<file path="config.mk">
export PLATFORM = sky130hd
export DESIGN_NAME = uart_rx_even_parity
export DESIGN_NICKNAME = d
export VERILOG_FILES = /design/src/rtl/uart_rx_even_parity.sv
export SDC_FILE = /design/constraint.sdc
export NUM_CORES = 1
export LEC_CHECK = 0
export CAP_MARGIN = 5
export CORE_MARGIN = 2
export CORE_UTILIZATION = 35
export CTS_CLUSTER_DIAMETER = 150
export DETAILED_ROUTE_END_ITERATION = 8
export PLACE_DENSITY = 0.55
export SLEW_MARGIN = 25
export SYNTH_ARGS = -nofsm -noshare
export SYNTH_HDL_FRONTEND = slang
export SYNTH_SLANG_ARGS = --single-unit
</file>
<file path="constraint.sdc">
create_clock -name clk -period 6.7 [get_ports clk]
set_clock_uncertainty 0.15 [all_clocks]
set_input_delay 0.67 -clock clk [delete_from_list [all_inputs] [get_ports clk]]
set_output_delay 0.67 -clock clk [all_outputs]
set_load 0.03 [all_outputs]
</file>
<file path="src/rtl/uart_rx_even_parity.sv">
// UART receiver for 8-bit, even-parity, 1-stop-bit frames.
// The line is oversampled, each bit is taken at mid-bit, and the received
// byte is delivered through a valid/ready holding register with parity,
// framing and overrun status.
module uart_rx_even_parity #(
    parameter int OVERSAMPLE = 16
) (
    input  logic        clk,
    input  logic        rst,
    input  logic [31:0] baud_select,
    input  logic        rx_enable,
    input  logic        ser_in,
    input  logic        rx_ready,
    input  logic        clr_overrun,
    output logic [7:0]  rx_data,
    output logic        rx_valid,
    output logic        parity_err,
    output logic        frame_err,
    output logic        overrun,
    output logic        busy
);

    localparam int OS_W = $clog2(OVERSAMPLE);
    localparam logic [OS_W-1:0] HALF_M1 = OS_W'(OVERSAMPLE / 2 - 1);
    localparam logic [OS_W-1:0] FULL_M1 = OS_W'(OVERSAMPLE - 1);

    typedef enum logic [2:0] {
        S_IDLE,
        S_START,
        S_DATA,
        S_PARITY,
        S_STOP,
        S_DONE
    } state_e;

    state_e           state_q, state_d;
    logic             sync1_q, sync2_q, prev_q;
    logic [31:0]      tick_cnt_q, tick_cnt_d;
    logic [OS_W-1:0]  os_cnt_q, os_cnt_d;
    logic [2:0]       idx_q, idx_d;
    logic [7:0]       shift_q, shift_d;
    logic             xor_q, xor_d;
    logic             perr_q, perr_d;
    logic             ferr_q, ferr_d;
    logic [7:0]       rx_data_q, rx_data_d;
    logic             rx_valid_q, rx_valid_d;
    logic             parity_err_q, parity_err_d;
    logic             frame_err_q, frame_err_d;
    logic             overrun_q, overrun_d;

    logic             s_in;
    logic [31:0]      div;
    logic             tick;
    logic             sample;
    logic             load;
    logic             drop;

    assign s_in = sync2_q;
    assign div  = (baud_select == 32'd0) ? 32'd1 : baud_select;
    assign tick = (state_q != S_IDLE) && (tick_cnt_q == div - 32'd1);

    // Tick divider and oversample counter; sample marks a mid-bit sample point.
    always_comb begin
        tick_cnt_d = tick_cnt_q;
        os_cnt_d   = os_cnt_q;
        sample     = 1'b0;
        if (state_q == S_IDLE) begin
            tick_cnt_d = 32'd0;
        end else if (tick) begin
            tick_cnt_d = 32'd0;
        end else begin
            tick_cnt_d = tick_cnt_q + 32'd1;
        end
        case (state_q)
            S_START:                   sample = tick && (os_cnt_q == HALF_M1);
            S_DATA, S_PARITY, S_STOP:  sample = tick && (os_cnt_q == FULL_M1);
            default:                   sample = 1'b0;
        endcase
        if (state_q == S_IDLE || state_q == S_DONE || sample) begin
            os_cnt_d = '0;
        end else if (tick) begin
            os_cnt_d = os_cnt_q + OS_W'(1);
        end
    end

    // Frame state machine: next state and per-bit datapath updates.
    always_comb begin
        state_d = state_q;
        idx_d   = idx_q;
        shift_d = shift_q;
        xor_d   = xor_q;
        perr_d  = perr_q;
        ferr_d  = ferr_q;
        case (state_q)
            S_IDLE: begin
                if (rx_enable && prev_q && !s_in) begin
                    state_d = S_START;
                end
            end
            S_START: begin
                if (sample) begin
                    if (s_in) begin
                        state_d = S_IDLE;
                    end else begin
                        state_d = S_DATA;
                        idx_d   = 3'd0;
                        xor_d   = 1'b0;
                    end
                end
            end
            S_DATA: begin
                if (sample) begin
                    shift_d[idx_q] = s_in;
                    xor_d          = xor_q ^ s_in;
                    idx_d          = idx_q + 3'd1;
                    if (idx_q == 3'd7) begin
                        state_d = S_PARITY;
                    end
                end
            end
            S_PARITY: begin
                if (sample) begin
                    perr_d  = s_in ^ xor_q;
                    state_d = S_STOP;
                end
            end
            S_STOP: begin
                if (sample) begin
                    ferr_d  = ~s_in;
                    state_d = S_DONE;
                end
            end
            S_DONE: begin
                state_d = S_IDLE;
            end
            default: begin
                state_d = S_IDLE;
            end
        endcase
    end

    assign load = (state_q == S_DONE) && (!rx_valid_q || rx_ready);
    assign drop = (state_q == S_DONE) && rx_valid_q && !rx_ready;

    // Holding register, consumer handshake and sticky overrun flag.
    always_comb begin
        rx_data_d    = rx_data_q;
        rx_valid_d   = rx_valid_q;
        parity_err_d = parity_err_q;
        frame_err_d  = frame_err_q;
        overrun_d    = overrun_q;
        if (load) begin
            rx_data_d    = shift_q;
            parity_err_d = perr_q;
            frame_err_d  = ferr_q;
            rx_valid_d   = 1'b1;
        end else if (rx_valid_q && rx_ready) begin
            rx_valid_d   = 1'b0;
        end
        if (drop) begin
            overrun_d = 1'b1;
        end else if (clr_overrun) begin
            overrun_d = 1'b0;
        end
    end

    // State, counters, synchronizer and holding register.
    always_ff @(posedge clk) begin
        if (rst) begin
            state_q      <= S_IDLE;
            sync1_q      <= 1'b1;
            sync2_q      <= 1'b1;
            prev_q       <= 1'b1;
            tick_cnt_q   <= 32'd0;
            os_cnt_q     <= '0;
            idx_q        <= 3'd0;
            shift_q      <= 8'd0;
            xor_q        <= 1'b0;
            perr_q       <= 1'b0;
            ferr_q       <= 1'b0;
            rx_data_q    <= 8'd0;
            rx_valid_q   <= 1'b0;
            parity_err_q <= 1'b0;
            frame_err_q  <= 1'b0;
            overrun_q    <= 1'b0;
        end else begin
            state_q      <= state_d;
            sync1_q      <= ser_in;
            sync2_q      <= sync1_q;
            prev_q       <= sync2_q;
            tick_cnt_q   <= tick_cnt_d;
            os_cnt_q     <= os_cnt_d;
            idx_q        <= idx_d;
            shift_q      <= shift_d;
            xor_q        <= xor_d;
            perr_q       <= perr_d;
            ferr_q       <= ferr_d;
            rx_data_q    <= rx_data_d;
            rx_valid_q   <= rx_valid_d;
            parity_err_q <= parity_err_d;
            frame_err_q  <= frame_err_d;
            overrun_q    <= overrun_d;
        end
    end

    assign rx_data    = rx_data_q;
    assign rx_valid   = rx_valid_q;
    assign parity_err = parity_err_q;
    assign frame_err  = frame_err_q;
    assign overrun    = overrun_q;
    assign busy       = (state_q != S_IDLE);

endmodule

</file>
==> results.cfg <==
[critical_path]
critPathMaxFanout = 13
critPathTopFamily = simple AND/OR/NAND/NOR gates
path_class = primary input to register
worstPathArrival_ps = 6130
crit_required_ps = 6750
r2r.worst_path.cells = 9
worstSetupStartpointType = primary input
critPathSlowestCell = or4_1
crit_buf_inv = 1
end_kind = register
reg2reg_to = idx_q[2]$_SDFFE_PP0P_
timing.rr.start = tick_cnt_q[12]$_SDFF_PP0_
crit_chain = clkdlybuf4s50_1 -> or3_1 -> nor4_1 -> and2_1 -> a21oi_1 -> ha_1 -> or4b_1 -> or4_1 -> or4b_1 -> a211oi_1 -> nor4_1 -> a2111o_1 -> or4_1 -> o41ai_1 -> o32ai_1
slowest_delay_ps = 740
r2r_slack_ps = 3350

[synthesis]
synth_nets = 552
netlist_area_um2 = 4130
synth_cell_types = 57
yosysWarnings = 0
ys_seq_area_frac = 0.330
async_reset_ff_frac = 0
syn_area_per_cell_um2 = 8.11
synth-edff-count = 0
syn-instance-count = 509
yosys_register_bits = 68
synth_ff_type = dfxtp_1

[grt]
grt_remaining_overflow = 0
grt_pass1_wl_um = 18300
grt.total_usage = 0.179
grt_start_max_net_pins = 27
antenna_found_initial = 0
grt_pass1_vias = 3752

[worst_hold_path]
hp-start = sync1_q$_SDFF_PP1_
hold_end = s_in$_SDFF_PP1_
whs_path_depth = 1
hold_path.class = register to register

[timing]
final_max_slew_viol_count = 0
fin_tns_setup_ps = 0
worst_pin_slew_ps = 708
rsz0062_at_grt = false
setup_viol_count_final = 0
hold_viol_final = 0
hold_ws_ps = 262
period_minus_slack_ps = 6090
clock.fmax_mhz = 164
post-route-period-util = 0.909
slew_headroom = 0.516

[cts]
cts_setup_buffers = 0
ctsHoldBuffers = 0
cts_tree = done
clock-root-buffer = clkbuf_16
htree_levels = 3
ctsLongestPathBuffers = 2
clk_pin_slew_ps = 60
clock-sinks = 68
worstSkewPairLatency_ps = 340
numCtsBuffers = 9
cts_resized = 0

[cells_and_area]
area_delta_synth_final_pct = 23.2
mostFrequentLayoutCells = nor2_1 (71), dfxtp_1 (68), clkdlybuf4s50_1 (50), nand2_1 (42), xnor2_1 (34)
n_antenna_cell = 0
fillers = 1129
num-nets-final = 604
drive_gt1_frac = 0.0637
fin_area_um2 = 5080
mostFrequentLayoutCell = nor2_1

[drt]
ant_nets = 0
dr_total_vias = 3804
wire_per_inst_um = 15.4
drt_iter0_markers = 180
wirelength_um = 10900
drc = 0
dr.pass1.iters = 5
vias_per_cell = 5.37

[placed_design]
dp_hpwl_um = 8180
io_buffers = 50
placed_area_um2 = 4790
place_congestion = 0.879

[floorplanning]
rows = 39
die-area_um2 = 12700
pin_count = 51
start_util = 0.360
fp.dieH_um = 113
die_x_um = 113
fp.coreArea_um2 = 11500

[flow_run]
drv_cap = 0

[power_and_ir_drop]
peakVddDrop_uv = 139
power_leakage_nw = 1.65
p_per_area_nw_per_um2 = 188

[status]
status = completed
==> through the flow <==
stage	total power [mW]	instances	worst slack, ps	utilization
floorplan	0.453	509	1390	-
global placement	0.497	693	453	0.418
detailed placement	0.497	693	306	0.418
CTS	0.974	708	638	0.443
global route	0.993	708	282	0.443
finish	0.957	708	611	0.443
==> synthesized netlist by cell type (4+ instances only) <==
library cell	count	area [µm²]
a211oi_1	4	30.0
o211ai_1	4	30.0
nor3_1	17	85.1
clkbuf_1	10	37.5
o21ai_0	7	35.0
a211o_1	4	35.0
nor2_1	71	267
mux2i_1	16	160
nor4_1	18	113
ha_1	5	62.6
buf_2	6	30.0
nand2_1	42	158
or3_1	9	56.3
dfxtp_1	68	1360
and3_1	13	81.3
a31oi_1	4	25.0
or2_2	6	37.5
or4_1	10	75.1
nand4_1	6	37.5
a21oi_1	18	90.1
inv_1	16	60.1
xor2_1	33	289
nand3_1	22	110
nand4b_1	4	35.0
nand2b_1	6	37.5
nor2b_1	4	25.0
xnor2_1	34	298
==> layer usage <==
layer / track usage / share of wire / vias to the layer above
li1: - / - / 1937
met4: 0.0715 / 0.020 / 0
met1: 0.249 / 0.49 / 1747
met3: 0.0475 / 0.055 / 15
met5: 0 / 0 / -
met2: 0.265 / 0.43 / 105
==> where the power goes <==
part | switching [mW] | internal, mW | total, mW
Clock | 0.183 | 0.285 | 0.468
Combinational | 0.0439 | 0.0385 | 0.0825
Sequential | 0.00109 | 0.405 | 0.407
==> sequential cells by signal, summed over array words and instances (netlist names), 3 cells and up <==
register,flops
idx_q,3
shift_q,8
state_q,3
tick_cnt_q,32
rx_data,8
os_cnt_q,4
==> worst max path at each step <==
stage	depth (start not counted)	to	slack [ps]	from
5_1_grt	15	idx_q[1]$_SDFFE_PP0P_	280	baud_select[17]
2_1_floorplan	18	shift_q[2]$_SDFFE_PP0P_	1390	baud_select[17]
3_5_place_dp	15	idx_q[1]$_SDFFE_PP0P_	310	baud_select[17]
6_report	15	idx_q[2]$_SDFFE_PP0P_	610	baud_select[17]
3_3_place_gp	15	idx_q[2]$_SDFFE_PP0P_	450	baud_select[17]
4_1_cts	15	idx_q[2]$_SDFFE_PP0P_	640	baud_select[17]
==> cells by family after synthesis <==
logic type / after synthesis / share of synthesized area
AOI/OAI and AO/OA: 72 / 0.128
xor gates and xnor gates: 67 / 0.142
DFF: 68 / 0.330
adders and majority gates: 5 / 0.0152
and+or+nand+nor: 246 / 0.309
muxes: 17 / 0.0415
buffers and inverters: 34 / 0.0346
==> layout make-up <==
type	instances	area, µm²	share of cell area
well taps	143	179	0.0352
repair buffers	59	568	0.112
flip-flops and latches	68	1360	0.268
inverters	16	60.1	0.0118
multi-input cells	407	2620	0.516
clock buffers	9	225	0.0443
clock inverters	6	66.3	0.0130
==> worst reg2reg max path, delay by kind of cell (launching register included) <==
family,cells,cell delay [ps]
DFF,1,430
AOI/OAI and AO/OA,5,1340
and+or+nand+nor,4,1290
Power figures use the tool's default switching activity.
